==> src/rtl/mem_access_unit.sv <==
// mem_access_unit: memory-stage load/store engine between EX and WB.
// Issues one handshaked request per load/store on the data RAM port and stalls
// the upstream pipeline until ram_ready. Store data is replicated across byte
// lanes, and load data is aligned and extended before it is registered into the
// write-back bundle.
// Optional feature: define MEM_ALIGN_CHECK_EN to reject misaligned accesses.
// A rejected access issues no bus request and pulses misalign_error.
module mem_access_unit #(
  parameter int ADDR_WIDTH = 32,
  parameter int DATA_WIDTH = 32
) (
  input  logic                  clk,
  input  logic                  rst,
  input  logic                  mem_read_flag,
  input  logic                  mem_write_flag,
  input  logic                  mem_sign_ext_flag,
  input  logic [3:0]            mem_sel,
  input  logic [DATA_WIDTH-1:0] mem_write_data,
  input  logic [ADDR_WIDTH-1:0] alu_result,
  input  logic                  reg_write_en_in,
  input  logic [4:0]            reg_write_addr_in,
  input  logic [ADDR_WIDTH-1:0] current_pc_addr_in,
  output logic                  stall_request,
  output logic                  ram_en,
  output logic [3:0]            ram_write_en,
  output logic [ADDR_WIDTH-1:0] ram_addr,
  output logic [DATA_WIDTH-1:0] ram_write_data,
  input  logic [DATA_WIDTH-1:0] ram_read_data,
  input  logic                  ram_ready,
  output logic [DATA_WIDTH-1:0] result,
  output logic                  reg_write_en_out,
  output logic [4:0]            reg_write_addr_out,
  output logic [ADDR_WIDTH-1:0] current_pc_addr_out
`ifdef MEM_ALIGN_CHECK_EN
  ,
  output logic                  misalign_error
`endif
);

  typedef enum logic {IDLE = 1'b0, BUSY = 1'b1} state_t;

  state_t state;

  // Transaction latched at issue; held while the RAM is busy.
  logic [ADDR_WIDTH-1:0] addr_p1;
  logic [3:0]            sel_p1;
  logic                  store_p1;
  logic                  sext_p1;
  logic                  we_p1;
  logic [4:0]            waddr_p1;
  logic [ADDR_WIDTH-1:0] pc_p1;

  logic mem_op;
  logic op_go;
  logic op_bad;

  // Index of the lowest enabled byte lane.
  function automatic logic [1:0] low_lane(input logic [3:0] sel);
    logic [1:0] idx;
    idx = 2'd0;
    if (sel[0])      idx = 2'd0;
    else if (sel[1]) idx = 2'd1;
    else if (sel[2]) idx = 2'd2;
    else if (sel[3]) idx = 2'd3;
    return idx;
  endfunction

  // Number of enabled byte lanes.
  function automatic logic [2:0] lane_count(input logic [3:0] sel);
    return 3'(sel[0]) + 3'(sel[1]) + 3'(sel[2]) + 3'(sel[3]);
  endfunction

  // Replicate right-justified store data onto every lane it could target.
  function automatic logic [31:0] replicate(input logic [3:0] sel, input logic [31:0] data);
    logic [31:0] r;
    case (lane_count(sel))
      3'd1:    r = {4{data[7:0]}};
      3'd2:    r = {2{data[15:0]}};
      default: r = data;
    endcase
    return r;
  endfunction

  // Right-align the selected lanes of the read word and extend to 32 bits.
  function automatic logic [31:0] extract(input logic [3:0] sel, input logic [31:0] rdata,
                                          input logic sext);
    logic [31:0] shifted;
    logic [31:0] r;
    shifted = rdata >> {low_lane(sel), 3'b000};
    case (lane_count(sel))
      3'd1:    r = {{24{sext & shifted[7]}}, shifted[7:0]};
      3'd2:    r = {{16{sext & shifted[15]}}, shifted[15:0]};
      default: r = shifted;
    endcase
    return r;
  endfunction

  // Legal lane pattern for the byte offset of the address.
  function automatic logic is_aligned(input logic [3:0] sel, input logic [1:0] offs);
    return ((sel == 4'b1111) && (offs == 2'd0)) ||
           ((sel == 4'b0011) && (offs == 2'd0)) ||
           ((sel == 4'b1100) && (offs == 2'd2)) ||
           (sel == (4'b0001 << offs));
  endfunction

  assign mem_op = mem_read_flag | mem_write_flag;

`ifdef MEM_ALIGN_CHECK_EN
  assign op_bad = mem_op & ~is_aligned(mem_sel, alu_result[1:0]);
`else
  assign op_bad = 1'b0;
`endif
  assign op_go = mem_op & ~op_bad;

  // Stall on issue (same cycle) and until the RAM completes.
  always_comb begin
    stall_request = 1'b0;
    if (state == IDLE) stall_request = op_go;
    else               stall_request = ~ram_ready;
  end

  // Control FSM with registered bus request and write-back bundle.
  always_ff @(posedge clk) begin
    if (rst) begin
      state               <= IDLE;
      ram_en              <= 1'b0;
      ram_write_en        <= 4'b0000;
      ram_addr            <= '0;
      ram_write_data      <= '0;
      result              <= '0;
      reg_write_en_out    <= 1'b0;
      reg_write_addr_out  <= 5'd0;
      current_pc_addr_out <= '0;
`ifdef MEM_ALIGN_CHECK_EN
      misalign_error      <= 1'b0;
`endif
    end else begin
`ifdef MEM_ALIGN_CHECK_EN
      misalign_error <= (state == IDLE) & op_bad;
`endif
      case (state)
        IDLE: begin
          if (op_go) begin
            // Issue boundary: latch the transaction, request from next cycle.
            addr_p1          <= alu_result;
            sel_p1           <= mem_sel;
            store_p1         <= mem_write_flag;
            sext_p1          <= mem_sign_ext_flag;
            we_p1            <= reg_write_en_in;
            waddr_p1         <= reg_write_addr_in;
            pc_p1            <= current_pc_addr_in;
            ram_en           <= 1'b1;
            ram_write_en     <= mem_write_flag ? mem_sel : 4'b0000;
            ram_addr         <= {alu_result[ADDR_WIDTH-1:2], 2'b00};
            ram_write_data   <= replicate(mem_sel, mem_write_data);
            reg_write_en_out <= 1'b0;
            state            <= BUSY;
          end else begin
            result              <= DATA_WIDTH'(alu_result);
            reg_write_en_out    <= reg_write_en_in & ~op_bad;
            reg_write_addr_out  <= reg_write_addr_in;
            current_pc_addr_out <= current_pc_addr_in;
          end
        end
        BUSY: begin
          if (ram_ready) begin
            // Retire boundary: release the bus and register write-back.
            ram_en              <= 1'b0;
            ram_write_en        <= 4'b0000;
            result              <= store_p1 ? DATA_WIDTH'(addr_p1)
                                            : extract(sel_p1, ram_read_data, sext_p1);
            reg_write_en_out    <= store_p1 ? 1'b0 : we_p1;
            reg_write_addr_out  <= waddr_p1;
            current_pc_addr_out <= pc_p1;
            state               <= IDLE;
          end else begin
            reg_write_en_out <= 1'b0;
          end
        end
        default: state <= IDLE;
      endcase
    end
  end

endmodule

==> config.mk <==
export PLATFORM = sky130hd
export DESIGN_NAME = mem_access_unit
export DESIGN_NICKNAME = d
export VERILOG_FILES = /design/src/rtl/mem_access_unit.sv
export SDC_FILE = /design/constraint.sdc
export NUM_CORES = 1
export LEC_CHECK = 0
export ABC_AREA = 1
export BUFFER_PORTS_ARGS = -buffer_cell sky130_fd_sc_hd__buf_2
export CAP_MARGIN = 15
export CORE_AREA = 2 2 145 147
export CTS_CLUSTER_DIAMETER = 80
export DETAILED_ROUTE_END_ITERATION = 16
export DIE_AREA = 0 0 147 149
export HOLD_SLACK_MARGIN = 0.03
export MAX_ROUTING_LAYER = met4
export PLACE_DENSITY = 0.72
export SYNTH_ARGS = -nofsm -noshare
export SYNTH_HDL_FRONTEND = slang
export SYNTH_SLANG_ARGS = --single-unit
==> constraint.sdc <==
create_clock -name clk -period 2.9 [get_ports clk]
set_clock_uncertainty 0.2 [all_clocks]
set_input_delay 0.145 -clock clk [delete_from_list [all_inputs] [get_ports clk]]
set_output_delay 0.145 -clock clk [all_outputs]
set_load 0.02 [all_outputs]
==> results.yml, run 1 <==
outcome:
  status: "finished, final reports clean"
clocking:
  h-tree-depth: 1
  cts_tree: "yes"
  cts-root-buf: "clkbuf_16"
  cts.sinks: 214
  clkTransAtPathRegs_ns: 0.06
  cts_setup_buffers: 0
  clk_latency_ns: 0.51
  cts_buffer_depth: 3
  cts_made_buffers: 23
yosys:
  synth-async-reset-ratio_pct: 0
  synth_flop_cell: "dfxtp_1"
  synth_top_cell_by_area: "dfxtp_1"
  avgSynthCellArea_um2: 8.47
  yosysSeqAreaShare_pct: 54.8
  synthCells: 1088
  synthTopCellsByArea: "dfxtp_1 30%, edfxtp_1 25%, nand2_1 8.7%"
  synth_top_area_share_pct: 30.0
  ys_ff_latch: 214
  ys_warn_count: 0
  synthesis.area_um2: 9210
  synth_cell_type_count: 29
  synth-edff-count: 76
final_layout:
  drive_gt1_share_pct: 26.2
  syn2layout_area_growth_pct: 40.1
  final_common_cell: "buf_2"
  fin_cells: 1757
  diodes: 0
  fillerInstances: 1722
  nets: 1615
  utilization_pct: 62.8
  final_area_um2: 12900
  most-common-layout-cells: "281 x buf_2, 212 x nand2_1, 145 x nor2_1, 145 x o21ai_0, 138 x dfxtp_1"
timing:
  fin_crit_sh_pct: 97.1
  setup_tns_ns: 0
  finalSetupViolations: 0
  slew_viol_final: 0
  relSlewSlack_pct: 37.7
  tightest_slew_ns: 0.935
  hold_viol: 0
  whs_ns: 0.0384
  finalCriticalPeriod_ns: 2.82
  setup_ws_ns: 0.0827
  max_freq_mhz: 355
  rsz0062_at_grt: "true"
floorplan:
  initial_core_util_pct: 44.8
  std_cell_rows: 53
  ios: 284
  core_area_um2: 20600
  fp.dieH_um: 149
  die_area_um2: 21900
  die_w_um: 147
power_and_ir_drop:
  leakage_nw: 5.83
  power_mw: 8.11
  seq_power_share_pct: 43.0
  switching_share_pct: 30.0
  clkPwrFrac_pct: 35.5
  p_int_mw: 5.68
  pwr-share-comb_pct: 21.4
  ir_drop_v: 0.000533
  net-switching-power_mw: 2.44
  p_per_area_nw_per_um2: 629
placed_design:
  placed_cells: 1584
  place_hpwl_mm: 19.8
  gp_congestion: 0.891
  pre_cts_ws_ns: 0.0361
  post_dp_cell_area_um2: 10800
  io_buffer_count: 281
grt:
  grt_pass1_wl_mm: 47.6
  grt_pass1_vias: 8945
  grt_max_degree: 94
  grtUsageTotal_pct: 27.7
  antenna_found_initial: 0
  grt_overflow_total: 0
drt:
  wl_per_cell_um: 17.6
  vias_per_cell: 5.31
  drt_wl_total_mm: 31.0
  drtPass1Iterations: 6
  drt_iter0_drc: 834
  drt_drc_violations_left: 0
  ant_nets: 0
  via_count: 9321
critical_path:
  rr_worst_depth: 12
  reg2reg_from: "sel_p1[3]"
  critPathCaptureType: "register"
  crit_fanout: 12
  cp-start-kind: "register"
  r2r-end: "result[28]"
  arrival_ns: 3.04
  cp.required_ns: 3.12
  crit_type: "reg -> reg"
  r2r_slack_ns: 0.08
hold_path:
  whs_path_depth: 7
  hold_path.class: "in -> reg"
  hold_path_end: "result[21]"
  worstHoldStart: "ram_read_data[29]"
flow_run:
  drv_cap: 0
==> registers in the layout, summed over array words and instances, names as in the netlist <==
signal,flops
addr_p1,32
current_pc_addr_out,32
pc_p1,32
ram_addr,30
ram_en,1
ram_write_data,32
ram_write_en,4
reg_write_addr_out,5
reg_write_en_out,1
result,32
sel_p1,4
sext_p1,1
state,1
store_p1,1
waddr_p1,5
we_p1,1
==> worst max-delay path, stage by stage (launching register included) <==
cell	delay (ns)
edfxtp_1	0.43
inv_1	0.08
fa_1	0.48
inv_1	0.04
ha_1	0.18
ha_1	0.29
nor2_1	0.15
nand2_2	0.11
nor2_4	0.19
nand3_4	0.26
nand3_2	0.13
nand2_1	0.05
a21oi_1	0.14
==> power groups by stage <==
stage | Clock, mW | Combinational, mW | Sequential (mW)
floorplan | 0 | 0.735 | 3.77
global placement | 0 | 1.54 | 3.54
detailed placement | 0 | 1.56 | 3.54
CTS | 2.91 | 1.70 | 3.49
global route | 3.03 | 1.89 | 3.52
finish | 2.88 | 1.74 | 3.49
==> synth_stat cells (2+ instances only) <==
| library cell | n |
|---|---|
| nand3_1 | 74 |
| o21ai_0 | 145 |
| a21oi_2 | 13 |
| a31oi_1 | 37 |
| nand2_2 | 2 |
| buf_6 | 4 |
| dfxtp_1 | 138 |
| inv_2 | 6 |
| buf_2 | 13 |
| a21oi_1 | 68 |
| fa_1 | 2 |
| nand2_1 | 214 |
| clkbuf_1 | 53 |
| buf_4 | 4 |
| buf_1 | 5 |
| ha_1 | 4 |
| o211ai_1 | 12 |
| a211oi_1 | 8 |
| edfxtp_1 | 76 |
| nand2_4 | 2 |
| nand3_2 | 16 |
| nor2_1 | 149 |
| inv_1 | 37 |
==> what timing repair did <==
item	CTS	global route
hold buffers	129	0
endpoints found under the hold margin	214	0
resized for setup	0	8
setup endpoints to repair	0	24
==> how the worst max path moves through the flow <==
stage | endpoint | cells past startpoint | slack (ns) | start
2_1_floorplan | result[27] | 15 | 0.03 | sel_p1[0]
3_3_place_gp | result[19] | 12 | 0.13 | sel_p1[3]
3_5_place_dp | result[25] | 12 | 0.04 | sel_p1[3]
4_1_cts | result[20] | 12 | 0.002 | sel_p1[3]
5_1_grt | result[14] | 12 | -0.04 | sel_p1[3]
6_report | result[28] | 12 | 0.08 | sel_p1[3]
==> layout make-up <==
type | count | area [µm²] | share of cell area (%)
Clock buffer | 33 | 664 | 5.15
Clock inverter | 9 | 78.8 | 0.611
Inverter | 43 | 163 | 1.26
Multi-Input combinational cell | 755 | 3730 | 28.9
Sequential cell | 214 | 5040 | 39.1
Tap cell | 275 | 344 | 2.67
Timing Repair Buffer | 428 | 2880 | 22.3
==> logic make-up after synthesis <==
kind of cell | after synthesis | share of synthesized area, %
compound gates | 284 | 17.1
other cells | 1 | 0.0407
buf+inv | 122 | 5.64
fa+ha+maj | 6 | 0.978
simple gates | 461 | 21.4
flops | 214 | 54.8
==> routing by layer <==
layer,global-route usage [%],vias to the layer above,routed length [µm]
met2,42.9,488,14300
met4,11.9,0,1370
li1,-,4453,-
met5,-,-,0
met1,35.9,4275,12700
met3,5.20,105,2570
Power figures use the tool's default switching activity.
==> run 2, diff against run 1 <==
- CORE_AREA: 2 2 145 147 -> 2 2 143 145
- DIE_AREA: 0 0 147 149 -> 0 0 145 147
- PLACE_DENSITY: 0.72 -> 0.71
- clock period: 2.9 -> 3.1 ns (I/O delays scaled with it)
==> results.yml, run 2 (synthesized netlist as in run 1, its figures left out) <==
final_layout:
  final_area_um2: 12900
  ff_latch_area_um2: 5040
  drive_gt1_share_pct: 26.2
  multi_input_area_um2: 3690
  fillerInstances: 1589
  nets: 1619
  most-common-layout-cells: "281 x buf_2, 213 x nand2_1, 147 x nor2_1, 144 x o21ai_0, 138 x dfxtp_1"
  utilization_pct: 65.2
  syn2layout_area_growth_pct: 40.5
  final_common_cell: "buf_2"
drt:
  drtPass1Iterations: 5
  drt_iter0_drc: 818
  drt_wl_total_mm: 31.6
  ant_nets: 0
  wl_per_cell_um: 18.0
  via_count: 9426
  drt_drc_violations_left: 0
  vias_per_cell: 5.36
timing:
  slew_viol_final: 0
  finalCriticalPeriod_ns: 2.93
  tightest_slew_ns: 0.908
  fin_crit_sh_pct: 94.7
  hold_viol: 0
  rsz0062_at_grt: "true"
  finalSetupViolations: 0
  relSlewSlack_pct: 39.5
  max_freq_mhz: 341
placed_design:
  gp_congestion: 0.892
  post_dp_cell_area_um2: 10800
  io_buffer_count: 281
  place_hpwl_mm: 20.2
critical_path:
  reg2reg_from: "sel_p1[2]"
  crit_fanout: 39
  critPathCaptureType: "register"
  rr_worst_depth: 10
  cp.required_ns: 3.30
  cp-start-kind: "register"
  crit_type: "reg -> reg"
  arrival_ns: 3.13
  r2r-end: "result[4]"
  r2r_slack_ns: 0.17
clocking:
  cts_tree: "yes"
  cts_made_buffers: 24
  cts_buffer_depth: 3
  clkTransAtPathRegs_ns: 0.06
  cts-root-buf: "clkbuf_16"
  cts.sinks: 214
  clk_latency_ns: 0.52
  h-tree-depth: 1
grt:
  grt_pass1_wl_mm: 48.8
  grtUsageTotal_pct: 29.2
  grt_max_degree: 85
  grt_pass1_vias: 9044
  grt_overflow_total: 0
  antenna_found_initial: 1
power_and_ir_drop:
  leakage_nw: 5.84
  p_per_area_nw_per_um2: 592
  power_mw: 7.66
  ir_drop_v: 0.000435
hold_path:
  whs_path_depth: 7
  hold_path_end: "result[9]"
  worstHoldStart: "ram_read_data[9]"
  hold_path.class: "in -> reg"
flow_run:
  drv_cap: 0
outcome:
  status: "finished, final reports clean"
floorplan:
  ios: 284
  initial_core_util_pct: 46.4
  core_area_um2: 19800
  die_w_um: 145
  std_cell_rows: 52
  fp.dieH_um: 147
  die_area_um2: 21300
[run 2: cell types whose count changed in the layout (fill, tap and decap cells not counted), sizes merged]
| cell | delta |
|---|---|
| dlygate4sd3 | +2 |
| clkinvlp | +4 |
| nand3 | -2 |
| inv | -2 |
| buf | +3 |
| diode | +1 |
[run 2: worst max-delay path, cell delays in order, from the launching register on]
cell	delay (ns)
edfxtp_1	0.47
inv_2	0.08
nand2_2	0.06
nand2_4	0.18
nand2_4	0.26
o211ai_1	0.23
dlygate4sd3_1	0.57
nand3_1	0.06
dlygate4sd3_1	0.59
nand2_1	0.06
a21oi_1	0.05
[run 2: per-stage QoR]
| stage | cells | hold slack (ns) | worst slack (ns) | TNS [ns] |
|---|---|---|---|---|
| global placement | 1579 | 0.145 | 0.314 | 0 |
| detailed placement | 1579 | 0.134 | 0.213 | 0 |
| finish | 1758 | 0.0413 | 0.166 | 0 |
| CTS | 1754 | 0.0328 | 0.0213 | 0 |
| global route | 1758 | 0.0813 | -0.00922 | -0.0119 |
| floorplan | 1089 | 0.0539 | 0.231 | 0 |
[run 2: layout make-up]
type / count / area share (%)
well taps: 270 / 2.61
clock buffers: 33 / 5.21
diodes: 1 / 0.0193
flip-flops and latches: 214 / 39.0
multi-input cells: 753 / 28.5
repair buffers: 433 / 22.6
clock inverters: 11 / 0.764
inverters: 43 / 1.26
[run 2: worst max-delay path by stage]
stage / startpoint / slack [ns] / end
CTS: mem_sel[0] / 0.02 / ram_write_data[10]
detailed placement: sel_p1[3] / 0.21 / result[31]
finish: sel_p1[2] / 0.17 / result[4]
global route: sel_p1[3] / -0.009 / result[31]
floorplan: sel_p1[0] / 0.23 / result[27]
global placement: sel_p1[3] / 0.31 / result[21]
[run 2: repair_timing]
item / in CTS / in global routing
setup endpoints to repair: 0 / 3
endpoints found under the hold margin: 226 / 0
hold buffers: 131 / 0
gates resized for setup: 0 / 4
setup buffers: 0 / 3
[run 2: power breakdown]
group / switching (mW) / internal [mW]
clock: 1.14 / 1.61
sequential: 0.112 / 3.15
combinational: 1.05 / 0.588
total: 2.31 / 5.35
[run 2: per-layer routing]
| metal | vias to the layer above | share of wire [%] | global-route usage, % |
|---|---|---|---|
| li1 | 4462 | - | - |
| met1 | 4375 | 41 | 37.0 |
| met2 | 495 | 45 | 44.6 |
| met3 | 94 | 10 | 7.95 |
| met4 | 0 | 4.3 | 11.7 |
| met5 | - | 0 | - |
==> run 3, diff against run 2 <==
- BUFFER_PORTS_ARGS: -buffer_cell sky130_fd_sc_hd__buf_2 -> default
- DONT_BUFFER_PORTS: default -> 1
- GPL_ROUTABILITY_DRIVEN: default -> 0
- PLACE_DENSITY: 0.71 -> default
- PLACE_DENSITY_LB_ADDON: default -> 0.1
==> results.yml, run 3 (synthesized netlist as in run 1, its figures left out) <==
critical_path:
  slowest_stage: "dlygate4sd3_1"
  crit_fanout: 39
  arrival_ns: 3.12
  r2r_slack_ns: 0.18
  cp-start-kind: "register"
  critPathCaptureType: "register"
  rr_worst_depth: 10
  critical_path.cell_chain: "inv_2 -> nand2_2 -> nand2_8 -> nand2_8 -> o211ai_1 -> dlygate4sd3_1 -> nand3_1 -> dlygate4sd3_1 -> nand2_1 -> a21oi_1"
  crit_type: "reg -> reg"
  cp.required_ns: 3.30
  critPathMaxStageDelay_ns: 0.64
floorplan:
  fp.dieH_um: 147
  die_w_um: 145
  std_cell_rows: 52
  die_area_um2: 21300
  ios: 284
  initial_core_util_pct: 46.4
  core_area_um2: 19800
final_layout:
  utilization_pct: 59.1
  syn2layout_area_growth_pct: 27.4
  nets: 1362
  multi_input_area_um2: 3690
  final_common_cell: "nand2_1"
  drive_gt1_share_pct: 8.62
  ff_latch_area_um2: 5050
  most-common-layout-cells: "213 x nand2_1, 157 x dlygate4sd3_1, 147 x nor2_1, 145 x o21ai_0, 137 x dfxtp_1"
  final_area_um2: 11700
  fin_cells: 1503
  fillerInstances: 1776
clocking:
  cts_buffer_depth: 3
  clkTransAtPathRegs_ns: 0.06
  cts_tree: "yes"
  cts-root-buf: "clkbuf_16"
  cts_made_buffers: 24
  cts.sinks: 214
  clk_latency_ns: 0.52
  h-tree-depth: 1
drt:
  drt_wl_total_mm: 28.8
  ant_nets: 0
  wl_per_cell_um: 19.1
  vias_per_cell: 5.41
  drt_drc_violations_left: 0
  drt_iter0_drc: 579
  drtPass1Iterations: 5
  via_count: 8133
outcome:
  status: "finished, final reports clean"
timing:
  finalCriticalPeriod_ns: 2.92
  slew_viol_final: 0
  finalSetupViolations: 0
  setup_tns_ns: 0
  relSlewSlack_pct: 37.9
  max_freq_mhz: 343
  tightest_slew_ns: 0.932
  hold_viol: 0
  fin_crit_sh_pct: 94.2
  setup_ws_ns: 0.181
  rsz0062_at_grt: "false"
  whs_ns: 0.0551
hold_path:
  whs_path_depth: 4
  hold_path.class: "in -> reg"
grt:
  antenna_found_initial: 4
  grt_overflow_total: 0
  grt_pass1_vias: 7781
  grt_pass1_wl_mm: 44.7
  grtUsageTotal_pct: 26.9
  grt_max_degree: 86
power_and_ir_drop:
  ir_drop_v: 0.000384
  power_mw: 7.38
  p_per_area_nw_per_um2: 629
  leakage_nw: 4.69
placed_design:
  io_buffer_count: 0
  place_hpwl_mm: 18.0
  placed_cells: 1298
  pre_cts_ws_ns: 0.244
  post_dp_cell_area_um2: 9370
flow_run:
  drv_cap: 0
-- run 3: changes by cell type in the layout (fill, tap and decap cells not counted), sizes merged --
cell,delta
buf,-283
bufinv,-1
inv,+2
clkinv,-1
dlygate4sd3,+26
diode,+3
clkinvlp,-3
clkbuf,+2
-- run 3: report_power, final --
group          leakage, nW  internal, mW  switching, mW
combinational         2.45         0.419          0.696
sequential            1.86          3.16          0.373
clock                0.380          1.60           1.14
total                 4.69          5.17           2.21
-- run 3: area by class of cell --
class                      instances  area share (%)
antenna                            4          0.0853
clock buffer                      35            6.08
clock inverter                     8           0.426
inverter                          43            1.39
multi-input combinational        753            31.4
sequential                       214            43.0
tap                              270            2.88
timing repair buffer             176            14.7
-- run 3: worst max-delay path, delay by kind of cell, from the launching register on --
kind,cells,cell delay [ns]
DFF,1,0.46
buffers and inverters,3,1.30
AOI/OAI and AO/OA,2,0.26
and+or+nand+nor,5,0.58
-- run 3: worst paths after layout --
check | from | end
worst max-delay path | sel_p1[2] | result[4]
worst min-delay path | mem_read_flag | current_pc_addr_out[0]
worst max register to register | sel_p1[2] | result[4]
worst min register to register | pc_p1[0] | current_pc_addr_out[0]
-- run 3: repair_timing --
action | 4_1_cts | 5_1_grt
hold buffers | 157 | 0
endpoints found under the hold margin | 242 | 0
buffers inserted | 0 | 1
gates resized for setup | 0 | 2
setup endpoints to repair | 0 | 1
-- run 3: routing by layer --
layer / vias up / GRT usage, % / share of wire [%]
met5: - / - / 0
met4: 0 / 7.23 / 2.4
met3: 60 / 7.64 / 9.0
met2: 338 / 39.1 / 44
met1: 3770 / 36.9 / 45
li1: 3965 / - / -
